File: config.mk
export PLATFORM = sky130hd
export DESIGN_NAME = regfile_wr_arb
export DESIGN_NICKNAME = d
export VERILOG_FILES = /design/src/rtl/regfile_pkg.sv /design/src/rtl/rr_arb2.sv /design/src/rtl/regfile_wr_arb.sv
export SDC_FILE = /design/constraint.sdc
export NUM_CORES = 1
export LEC_CHECK = 0
export CAP_MARGIN = 0
export CORE_AREA = 2 2 98 100
export DETAILED_ROUTE_END_ITERATION = 6
export DIE_AREA = 0 0 100 102
export PLACE_DENSITY = 0.88
export SLEW_MARGIN = 20
export SYNTH_ARGS = -nofsm -noshare
export SYNTH_HDL_FRONTEND = slang
export SYNTH_HIERARCHICAL = 1
export SYNTH_SLANG_ARGS = --single-unit
File: constraint.sdc
create_clock -name clk -period 4.25 [get_ports clk]
set_input_delay 0.85 -clock clk [delete_from_list [all_inputs] [get_ports clk]]
set_output_delay 0.85 -clock clk [all_outputs]
set_load 0.05 [all_outputs]
File: src/rtl/regfile_pkg.sv
// Shared widths and write-request types for the register-file write path.
// Used by regfile_wr_arb and its round-robin arbiter.
package regfile_pkg;

    localparam int DATA_W   = 64;
    localparam int ADDR_W   = 5;
    localparam int ZERO_REG = 31;

    typedef logic [ADDR_W-1:0] reg_addr_t;

    typedef struct packed {
        reg_addr_t         addr;
        logic [DATA_W-1:0] data;
    } wr_req_t;

endpackage

File: src/rtl/rr_arb2.sv
// Two-way round-robin grant logic with its last_grant flop.
// REGARB_FIXED_PRIO_EN reduces it to a fixed priority encoder (req[0] wins).
module rr_arb2 (
    input  logic       clk,
    input  logic       reset,
    input  logic [1:0] req,
    output logic [1:0] gnt,
    input  logic       adv
);

`ifdef REGARB_FIXED_PRIO_EN
    logic unused_arb;
    assign unused_arb = ^{clk, reset, adv};

    always_comb begin
        gnt    = 2'b00;
        gnt[0] = req[0];
        gnt[1] = req[1] & ~req[0];
    end
`else
    logic last_grant;

    // On contention the requester that did not win last time goes next.
    always_comb begin
        gnt = req;
        if (req == 2'b11) begin
            gnt = last_grant ? 2'b01 : 2'b10;
        end
    end

    always_ff @(posedge clk or negedge reset) begin
        if (!reset) begin
            last_grant <= 1'b1;
        end else if (adv) begin
            last_grant <= gnt[1];
        end
    end
`endif

endmodule

File: src/rtl/regfile_wr_arb.sv
// Arbitrates ALU (req0) and load (req1) writeback onto the regfile write port.
// REGARB_FIXED_PRIO_EN selects fixed priority instead of round-robin.
module regfile_wr_arb #(
    parameter int DATA_W   = regfile_pkg::DATA_W,
    parameter int ADDR_W   = regfile_pkg::ADDR_W,
    parameter int ZERO_REG = regfile_pkg::ZERO_REG
) (
    input  logic              clk,
    input  logic              reset,
    input  logic              req0_valid,
    input  logic [ADDR_W-1:0] req0_addr,
    input  logic [DATA_W-1:0] req0_data,
    output logic              req0_ready,
    input  logic              req1_valid,
    input  logic [ADDR_W-1:0] req1_addr,
    input  logic [DATA_W-1:0] req1_data,
    output logic              req1_ready,
    output logic              we3,
    output logic [ADDR_W-1:0] wa3,
    output logic [DATA_W-1:0] wd3
);

    localparam logic [ADDR_W-1:0] ZERO_A = ADDR_W'(ZERO_REG);

    logic [1:0]        gnt;
    logic              adv;
    logic              wr_en;
    logic [ADDR_W-1:0] sel_addr;
    logic [DATA_W-1:0] sel_data;

    rr_arb2 u_arb (
        .clk   (clk),
        .reset (reset),
        .req   ({req1_valid, req0_valid}),
        .gnt   (gnt),
        .adv   (adv)
    );

    assign req0_ready = gnt[0] & reset;
    assign req1_ready = gnt[1] & reset;
    assign adv        = req0_ready | req1_ready;

    assign sel_addr = req1_ready ? req1_addr : req0_addr;
    assign sel_data = req1_ready ? req1_data : req0_data;

    // XZR writes complete the handshake but never reach the port.
    assign wr_en = adv && (sel_addr != ZERO_A);

    always_ff @(posedge clk or negedge reset) begin
        if (!reset) begin
            we3 <= 1'b0;
            wa3 <= '0;
            wd3 <= '0;
        end else begin
            we3 <= wr_en;
            if (wr_en) begin
                wa3 <= sel_addr;
                wd3 <= sel_data;
            end
        end
    end

endmodule

Word-level counts from Yosys, hierarchy flattened
Index checks and enable logic that the tools add are counted.
{ "word_totals": {"in_bits": 142, "output_inout_bits": 72, "elab_cells": 14, "register_bits": 71} }
{ "op_classes": {"mux": 4, "reduce_logical": 1, "bitwise": 3, "eq_ne": 2} }
{ "op_table": {"columns": ["operator", "count"], "rows": [
  ["$mux W64", 1],
  ["$mux W5", 1],
  ["$ne A5 B5 Y1 const B", 1],
  ["$mux W2", 2],
  ["$and A1 B1 Y1", 2],
  ["$eq A2 B2 Y1 const B", 1],
  ["$logic_and A1 B1 Y1", 1],
  ["$or A1 B1 Y1", 1]
]} }

Depth between registers and ports, before layout
Gate-level depths: netlist of the first run.
{ "depth": {"word_depth": 6, "mapped_depth": 7, "ltp_nobuf": 6} }

Cells and area by module
Netlist of the first run, hierarchy kept.
{ "by_module_without_submodules": {"columns": ["module", "seq_area_each_um2", "cells_per_inst", "instances", "area_each_um2"], "rows": [
  ["regfile_wr_arb", 1751.7, 239, 1, 3497.1],
  ["rr_arb2", 26.3, 5, 1, 63.8]
]} }

Worst setup path after synthesis of the first run
No wires, ideal clock.
{ "synth_path": {"path_kind": "input -> output", "from": "input port req1_valid", "to": "output port req1_ready", "path_buffers": 1, "required_time_ns": 3.400, "slack_ns": 1.588, "t_arrival_ns": 1.812, "stages": 4, "path_cell_list": "a21boi_2 > nand2_1 > clkbuf_1 > inv_1"} }
{ "synth_via": {"elab_chain_cells": 3} }
{ "synth_rtl": {"columns": ["item", "line_no", "text"], "rows": [
  ["start, declared", "regfile_wr_arb.sv:14", "input logic req1_valid,"],
  ["$eq A2 B2 Y1", "rr_arb2.sv:26", "if (req == 2'b11) begin"],
  ["$mux W2 *", "rr_arb2.sv:26", null],
  ["$and A1 B1 Y1 *", "regfile_wr_arb.sv:40", "assign req1_ready = gnt[1] & reset;"],
  ["end, declared", "regfile_wr_arb.sv:17", "output logic req1_ready,"]
]} }
Every way passes the cells marked *; elsewhere a longest branch is shown, timed or not.

Worst setup path in the final report of the first run
{ "layout_path": {"from": "input port req0_valid", "to": "output port req0_ready"} }
{ "layout_via": {"elab_chain_cells": 3} }
{ "layout_rtl": {"columns": ["item", "line_no", "text"], "rows": [
  ["start, declared", "regfile_wr_arb.sv:10", "input logic req0_valid,"],
  ["$eq A2 B2 Y1", "rr_arb2.sv:26", null],
  ["$mux W2 *", "rr_arb2.sv:26", null],
  ["net gnt[0]", "regfile_wr_arb.sv:25", "logic [1:0] gnt;"],
  ["$and A1 B1 Y1 *", "regfile_wr_arb.sv:39", "assign req0_ready = gnt[0] & reset;"],
  ["end, declared", "regfile_wr_arb.sv:13", "output logic req0_ready,"]
]} }
Mark *: on every way through the listed nets, which the timed path passes. The rest lies on a longest branch.

==> results of run 1 <==
[logic make-up (layout without fill, tap and decap cells)]
kind of cell	count (synthesis)	count (layout)	synth area share [%]
mux	136	136	43.1
buf+inv	19	236	2.67
compound gates	9	9	2.60
flops	71	71	49.9
simple gates	9	9	1.69
[through the flow]
step | cell area [µm²] | hold slack (ps) | total power [µW] | setup slack [ps] | instances
2_1_floorplan | 3560 | 554 | 1860 | 1590 | 244
6_report | 5970 | 469 | 2920 | 695 | 572
3_5_place_dp | 5790 | 479 | 2430 | 722 | 558
3_3_place_gp | 5790 | 467 | 2410 | 772 | 558
4_1_cts | 5970 | 470 | 2960 | 717 | 572
5_1_grt | 5970 | 485 | 3050 | 611 | 572
[critical path: stages]
cell and delay [ps]:
clkdlybuf4s50_1 490, a21boi_0 390, and2_1 180, clkdlybuf4s50_1 790
[state kept, by name, summed over array words and instances (netlist names)]
register	flops
wa3	5
wd3	64
u_arb/last_grant	1
we3	1
[area by class of cell]
cell class,count,area (µm²)
clock inverter,4,47.5
clock buffer,10,138
inverter,5,18.8
fill,727,3140
sequential,71,1780
timing repair buffer,217,2160
multi-input combinational,154,1690
tap,111,139
[worst max path at each step]
stage	startpoint	to	slack (ps)	cells past startpoint
2_1_floorplan	req1_valid	req1_ready	1590	4
5_1_grt	req0_valid	req0_ready	610	4
4_1_cts	req0_valid	req0_ready	720	4
3_3_place_gp	req0_valid	req0_ready	770	4
3_5_place_dp	req0_valid	req0_ready	720	4
6_report	req0_valid	req0_ready	700	4
[Yosys cell counts]
| library cell | count |
|---|---|
| o21ai_1 | 1 |
| and4_1 | 2 |
| inv_1 | 5 |
| a21boi_0 | 1 |
| buf_1 | 1 |
| o221a_2 | 1 |
| dfstp_2 | 1 |
| dfrtp_1 | 70 |
| and3_4 | 1 |
| a21boi_1 | 1 |
| buf_4 | 1 |
| nor2_1 | 2 |
| a21boi_2 | 1 |
| o21bai_1 | 1 |
| mux2_4 | 1 |
| mux2_1 | 10 |
| a211oi_1 | 1 |
| and3b_1 | 1 |
| buf_6 | 2 |
| mux2_2 | 125 |
| a221oi_4 | 1 |
| buf_2 | 4 |
| nand2_1 | 1 |
| nor3_1 | 1 |
| a221oi_1 | 1 |
| clkbuf_1 | 6 |
| and2_1 | 1 |
[cells in the final DEF (no fill, tap or decap)]
cell type | synthesis | layout
a221oi_1 | 1 | 1
buf_4 | 1 | 5
clkinvlp_4 | 0 | 1
nor3_1 | 1 | 1
nor2_1 | 2 | 2
a21boi_1 | 1 | 1
a221oi_4 | 1 | 1
mux2_2 | 125 | 125
and3_4 | 1 | 1
clkdlybuf4s50_1 | 0 | 212
clkinv_2 | 0 | 2
inv_1 | 5 | 5
and2_1 | 1 | 1
dfstp_2 | 1 | 1
clkbuf_8 | 0 | 10
and4_1 | 2 | 2
mux2_1 | 10 | 10
bufinv_16 | 0 | 1
a211oi_1 | 1 | 1
and3b_1 | 1 | 1
o221a_2 | 1 | 1
o21bai_1 | 1 | 1
a21boi_2 | 1 | 1
mux2_4 | 1 | 1
a21boi_0 | 1 | 1
dfrtp_1 | 70 | 70
nand2_2 | 0 | 1
o21ai_1 | 1 | 1
[where the power goes]
part / total [µW] / internal [µW] / leakage [µW] / switching, µW
clock network: 509 / 279 / 0.0000940 / 230
registers: 941 / 852 / 0.000828 / 89.6
logic: 1470 / 604 / 0.00148 / 865
total: 2920 / 1730 / 0.00241 / 1190
[routing by layer]
metal / wire length (µm) / share of wire [%] / up-vias / GRT usage [%]
met1: 3550 / 38 / 1369 / 20.8
met5: 0 / 0 / - / 0
li1: - / - / 1310 / -
met3: 657 / 7.0 / 13 / 5.61
met2: 5100 / 54 / 116 / 33.5
met4: 127 / 1.3 / 0 / 6.22
==> metrics.md, run 1 <==
| Metric | Value |
|---|---|
| Final setup vio count | 0 |
| Initial antenna violation count | 0 |
| Maximum clock insertion buffer count | 2 |
| Initial core utilization | roughly two fifths |
| Synthesized area | roughly 3600 µm² |
| Cell taking the most area after synthesis | dfrtp_1 |
| Setup TNS | 0 ps |
| Data arrival, critical path | 2700 ps |
| Max-Cap Viols | 0 |
| Status | finished, final reports clean |
| Post-route clock period utilization | 83.6% |
| TritonCTS clock tree | done |
| Hold Path Class | input port to asynchronous set/reset pin |
| Max Clock Freq | around 0.28 GHz |
| Yosys warns | 6 |
| Pwr dens | roughly 490 nW/µm² |
| Worst slew margin | about 43% |
| Startpoint types | input port |
| Layout cells sized above 1 | 32.8% |
| Area contributors post-synth | dfrtp_1, mux2_2, mux2_1, a221oi_4, dfstp_2 |
| Number of diodes | 0 |
| Actual slew at the worst max-slew pin | 857 ps |
| Core region area | 9110 µm² |
| Die ar. | a little over 10000 µm² |
| H-tree Lvls | 3 |
| Synth Register Bits | 71 |
| Final hold violations | 0 |
| Fin nets | 600 |
| Avg WL per Cell | 16.5 µm |
| Top cell type's share of synthesized area | 49.2% |
| Unique cell type count in the Yosys netlist | 27 |
| Sink Count | ~70 |
| Vias/cell | 4.91 |
| CTS resizes | 0 |
| # IOs | about 210 |
| Global Route Usage Sum | between 15 and 20% |
| Crit Reg-Reg Endpoint | wd3[37] |
| Total grt overflow | 0 |
| RR Startpoint | u_arb/last_grant |
| Crit-path max FO | 4 |
| Final WL | 9440 µm |
| CTS root buf | clkbuf_8 |
| Routed Antenna Nets | 0 |
| Pin count of the biggest net entering global routing | 70 |
| Syn nets | 386 |
| Maximum VDD drop | 0.246 mV |
| First-pass GRT wire length | 14800 µm |
| Worst R2R Setup Slack | 1840 ps |
| Synth Area per Inst | about 15 µm² |
| Post CTS Setup Buffer Count | 0 |
| Number of DRC markers in iteration 0 | 45 |
| Synth Instances | 244 |
| Max Clock Skew | between 7 and 8 ps |
| Cts hold-fix bufs | 0 |
| Final Slew Violations | 0 |
| Port bufs | between 200 and 250 |
| Vias | 2808 |
| R2r worst-path depth | 6 |
| Final HPWL DP | 7360 µm |
| Pre-Repair DR Iteration Count | 4 |
| Remaining DRCs | 0 |
| Latest clock arrival within the worst-skew pair | 320 ps |
| Crit path required time | around 3400 ps |
| Reg clk slew, reported paths | approximately 70 ps |
| Worst Setup Path Type | input port to output pin |
| Worst setup EP type | output pin |
| Post-layout util | 65.5% |
| Leak | around 0.0024 µW |
| Die H | between 100 and 150 µm |
| Rows | 35 |
| Unrepaired setup endpoints after global routing | no |
| Sequential cell area fraction in the yosys report | 49.9% |
| CTS Buf Count | 9 |
| Final GP Congestion | about 0.77 |
| Number of global-route vias before repair | 2992 |
| Synthesis-to-layout area growth | 67.7% |
| Die W | 100 µm |
| Tmin final | 3550 ps |
Power figures use the tool's default switching activity.
==> run 2, diff against run 1 <==
- CORE_AREA: 2 2 98 100 -> 2 2 106 108
- DIE_AREA: 0 0 100 102 -> 0 0 108 110
- PLACE_DENSITY: 0.88 -> 0.81
- clock period: 4.25 -> 3.09 ns (I/O delays scaled with it)
==> run 2 against run 1 <==
- global-route usage decreased by 2.0 points
- setup slack worse by 130 ps
- clock-buffer cell count grew 2
- die area up 16%
- critical path depth unchanged
- highest routed layer unchanged
- power grew 42%
- utilization decreased by 8.6 points
- via count fell by 0.89%
- clock power up 58%
- combinational power is 39% higher
==> metrics.md, run 2 (synthesis gave the netlist of run 1 again) <==
| Metric | Value |
|---|---|
| # IOs | 214 |
| Unrepaired setup endpoints after global routing | no |
| CP bufs+invs | 2 |
| Post-Route M1 WL | 3550 µm |
| TritonCTS clock tree | done |
| Final instance area | around 6100 µm² |
| Latest clock arrival within the worst-skew pair | between 300 and 400 ps |
| Rows | 38 |
| Routed Antenna Nets | 0 |
| Final WL | 9700 µm |
| Die ar. | 11900 µm² |
| Actual slew at the worst max-slew pin | 656 ps |
| Pwr dens | a little under 700 nW/µm² |
| Max-Cap Viols | 0 |
| Layout cells sized above 1 | 33.3% |
| Top reg by flops | wd3 |
| Core region area | between 10000 and 15000 µm² |
| Total Power | roughly 4100 µW |
| Pin count of the biggest net entering global routing | 53 |
| Post-route clock period utilization | about four fifths |
| First-pass GRT wire length | 15000 µm |
| Leak | 0.00245 µW |
| Maximum clock insertion buffer count | 2 |
| Met2 routed WL | roughly 5200 µm |
| Number of DRC markers in iteration 0 | 24 |
| Tmin final | 2520 ps |
| Worst slew margin | a little under three fifths |
| Crit-path max FO | 4 |
| Crit path required time | 2470 ps |
| Vias/cell | 4.60 |
| Final setup vio count | 0 |
| # fillers | 914 |
| Max reg flops | 64 |
| Vias | 2783 |
| Global Route Usage Sum | about 16% |
| Biggest regs | wd3: 64 flops, wa3: 5 flops |
| Status | finished, final reports clean |
| Maximum VDD drop | 0.296 mV |
| CP max-delay cell | clkdlybuf4s50_1 |
| Initial core utilization | 33.3% |
| Hold Path Class | input port to asynchronous set/reset pin |
| Cts hold-fix bufs | 0 |
| CTS Buf Count | 9 |
| H-tree Lvls | 3 |
| Pre-Repair DR Iteration Count | 4 |
| Reg clk slew, reported paths | 80 ps |
| Avg WL per Cell | 16.0 µm |
| Worst-path cell chain | clkdlybuf4s50_1, a21boi_0, and2_1, buf_12 |
| Die W | 108 µm |
| Sink Count | 71 |
| Fin nets | 602 |
| Commonest cells after routing, fill and taps aside | clkdlybuf4s50_1, mux2_2, dfrtp_1, mux2_1, clkbuf_8 |
| Final Slew Violations | 0 |
| Final HPWL DP | between 7000 and 8000 µm |
| Top Metal Used | met4 |
| Beginning of the critical path | req0_valid |
| RR Startpoint | u_arb/last_grant |
| Top Family by Delay on Critical Path | buffers and inverters |
| Met3 Routed Length | 807 µm |
| Initial antenna violation count | 0 |
| Total grt overflow | 0 |
| Final GP Congestion | slightly above 0.7 |
| Setup TNS | 0 ps |
| Worst Setup Path Type | input port to output pin |
| Placed cell areas | between 5000 and 6000 µm² |
| Port bufs | 213 |
| Most common cell after layout, fill and taps aside | clkdlybuf4s50_1 |
| Die H | 110 µm |
| Number of global-route vias before repair | a little over 3000 |
| CTS resizes | 0 |
| Data arrival, critical path | between 1500 and 2000 ps |
| Max Clock Freq | just under 0.4 GHz |
| Synthesis-to-layout area growth | 71.2% |
| CP peak stage delay | 490 ps |
| Final hold violations | 0 |
| CTS root buf | clkbuf_8 |
| Startpoint types | input port |
| Post CTS Setup Buffer Count | 0 |
| Max Clock Skew | 9.14 ps |
| Worst setup EP type | output pin |
| Number of diodes | 0 |
| Remaining DRCs | 0 |
-- run 2: cell types whose count changed in the layout (fill, tap and decap cells not counted), sizes merged --
cell / change
buf: +4
clkinvlp: -1
bufinv: +1
clkdlybuf4s50: -2
clkbuf: +2
-- run 2: through the flow --
step	hold slack, ps	utilization (%)	worst slack (ps)	cells
after floorplan	322	-	892	244
after global placement	470	55.0	371	589
after detailed placement	474	55.0	286	589
after CTS	175	57.0	570	605
after global routing	179	57.0	433	605
final	181	57.0	569	605
-- run 2: area by class of cell --
class | instances | area [µm²] | area share [%]
clock buffers | 12 | 145 | 2.38
clock inverters | 4 | 70.1 | 1.15
inverters | 5 | 18.8 | 0.308
multi-input cells | 154 | 1690 | 27.7
flip-flops and latches | 71 | 1780 | 29.2
well taps | 140 | 175 | 2.87
repair buffers | 219 | 2220 | 36.4
-- run 2: path summary, 6_finish.rpt --
check | cells after the start | slack [ps] | end
setup / recovery | 4 | 570 | req0_ready
hold / removal | 1 | 180 | we3
setup reg to reg | 6 | 820 | wd3[49]
hold reg to reg | 1 | 490 | wd3[41]
max in group asynchronous | 2 | 1940 | wd3[1]
min in group clk | 1 | 490 | wd3[41]
-- run 2: where the power goes --
part	switching (µW)	internal, µW
logic	1190	844
registers	122	1170
clock network	327	475
-- run 2: metal layers --
| metal | global-route usage [%] | vias to the layer above |
|---|---|---|
| met3 | 5.70 | 13 |
| met2 | 31.1 | 113 |
| li1 | - | 1316 |
| met5 | 0 | - |
| met4 | 4.76 | 0 |
| met1 | 17.3 | 1341 |
==> run 3, diff against run 2 <==
- CORE_AREA: 2 2 106 108 -> 2 2 100 102
- DIE_AREA: 0 0 108 110 -> 0 0 102 104
- PLACE_DENSITY: 0.81 -> 0.85
- clock period: 3.09 -> 2.49 ns (I/O delays scaled with it)
==> run 3 against run 2 <==
- highest routed layer unchanged
- clock skew down 1.6 ps
- routed wire length increased by 1.3%
- setup slack worse by 330 ps
==> metrics.md, run 3 (synthesis gave the netlist of run 1 again) <==
| Metric | Value |
|---|---|
| Status | finished, final reports clean |
| Multi-input combinational cell area | 1690 µm² |
| Layout cells sized above 1 | 34.0% |
| Avg WL per Cell | 16.4 µm |
| CTS Buf Count | 9 |
| Crit-path max FO | 34 |
| Worst Setup Path Type | input port to register |
| H-tree Lvls | 3 |
| Die H | 104 µm |
| Worst slew margin | 63.3% |
| CTS root buf | clkbuf_8 |
| Pre-Repair DR Iteration Count | 4 |
| Vias | 2879 |
| Max reg flops | 64 |
| CTS resizes | 0 |
| Number of DRC markers in iteration 0 | 81 |
| Sw Ratio | 40.0% |
| Final WL | about 9800 µm |
| Commonest cells after routing, fill and taps aside | clkdlybuf4s50_1, mux2_2, dfrtp_1, clkbuf_8, mux2_1 |
| Latest clock arrival within the worst-skew pair | 340 ps |
| # fillers | 761 |
| Die ar. | 10600 µm² |
| Number of diodes | 0 |
| Biggest regs | wd3: 64 flops, wa3: 5 flops |
| Beginning of the critical path | req1_valid |
| Number of global-route vias before repair | just over 3000 |
| Pwr dens | 848 nW/µm² |
| Psw | 2090 µW |
| Vias/cell | 4.79 |
| Tmin final | roughly 2300 ps |
| Pre-CTS setup slack | -99.3 ps |
| Comb pwr share | 48.8% |
| Global Route Usage Sum | between 10% and 20% |
| Max Clock Skew | between 7 and 8 ps |
| Max Clock Freq | 0.444 GHz |
| Fin nets | 605 |
| Final Slew Violations | 0 |
| Max-Cap Viols | 0 |
| Top reg by flops | wd3 |
| Final setup vio count | 0 |
| Maximum VDD drop | 0.458 mV |
| Reg clk slew, reported paths | 90 ps |
| Sink Count | 71 |
| Register area | 1780 µm² |
| Unrepaired setup endpoints after global routing | no |
| Initial antenna violation count | 0 |
| TritonCTS clock tree | done |
| Initial core utilization | 37.3% |
| Post-route clock period utilization | 90.4% |
| Synthesis-to-layout area growth | 72.8% |
| Core region area | about 9500 µm² |
| Pin count of the biggest net entering global routing | 38 |
| Rows | 36 |
| Maximum clock insertion buffer count | 2 |
| # IOs | 214 |
| Final hold violations | 0 |
| Clock power share | 20.3% |
| Final HPWL DP | 7510 µm |
| Startpoint types | input port |
| Remaining DRCs | 0 |
| Worst setup EP type | register |
| First-pass GRT wire length | 15300 µm |
| Total Power | ~5200 µW |
| Routed Antenna Nets | 0 |
| Die W | ~100 µm |
| Port bufs | 213 |
| Final WS setup | between 200 and 250 ps |
| Leak | around 0.0025 µW |
| Most common cell after layout, fill and taps aside | clkdlybuf4s50_1 |
| Actual slew at the worst max-slew pin | ~550 ps |
| Data arrival, critical path | roughly 2500 ps |
| RR Startpoint | u_arb/last_grant |
| Crit path required time | 2700 ps |
| Pint | 3130 µW |
| Final GP Congestion | 0.813 |
| Flop pwr share | 30.8% |
| Hold Path Class | input port to asynchronous set/reset pin |
| Total grt overflow | 0 |
run 3: routing by layer:
layer / wire [µm] / track usage (%)
met1: 3630 / 20.4
met5: 0 / 0
met2: 5110 / 32.8
met3: 895 / 6.05
met4: 192 / 5.43
run 3: critical path: stages:
cell and delay (ps):
clkdlybuf4s50_1 480, a21boi_2 290, o21ai_1 220, a221oi_4 330, buf_12 260, mux2_2 360
run 3: final cells by class:
cell class | instances | area share, %
tap | 133 | 2.70
clock buffer | 11 | 2.46
multi-input combinational | 154 | 27.5
clock inverter | 5 | 1.30
sequential | 71 | 28.9
inverter | 5 | 0.305
timing repair buffer | 222 | 36.9
run 3: final timing paths:
path                       endpoint  slack [ps]  cells past startpoint
max                         wd3[39]         240                      6
min                          wa3[3]         280                      2
max reg2reg                 wd3[39]         370                      6
min reg2reg                 wd3[57]         490                      1
max in group asynchronous    wa3[1]        1790                      2
min in group clk            wd3[57]         490                      1
run 3: what timing repair did:
| action | 4_1_cts | 5_1_grt |
|---|---|---|
| setup buffers | 0 | 0 |
| endpoints found under the hold margin | 1 | 0 |
| hold buffers | 1 | 0 |
run 3: through the flow:
| step | TNS (ps) | utilization [%] | instances | cell area [µm²] | hold slack (ps) |
|---|---|---|---|---|---|
| 2_1_floorplan | 0 | - | 244 | 3560 | 202 |
| 3_3_place_gp | -148 | 61.9 | 584 | 5910 | 314 |
| 3_5_place_dp | -5310 | 61.9 | 584 | 5910 | 315 |
| 4_1_cts | 0 | 64.5 | 601 | 6150 | 276 |
| 5_1_grt | 0 | 64.5 | 601 | 6150 | 312 |
| 6_report | 0 | 64.5 | 601 | 6150 | 282 |
run 3: power groups by stage:
stage	clock, µW	sequential, µW	combinational (µW)
3_3_place_gp	0	1610	2530
6_report	1060	1610	2550
2_1_floorplan	0	2660	505
5_1_grt	1140	1650	2640
3_5_place_dp	0	1630	2560
4_1_cts	1090	1610	2570
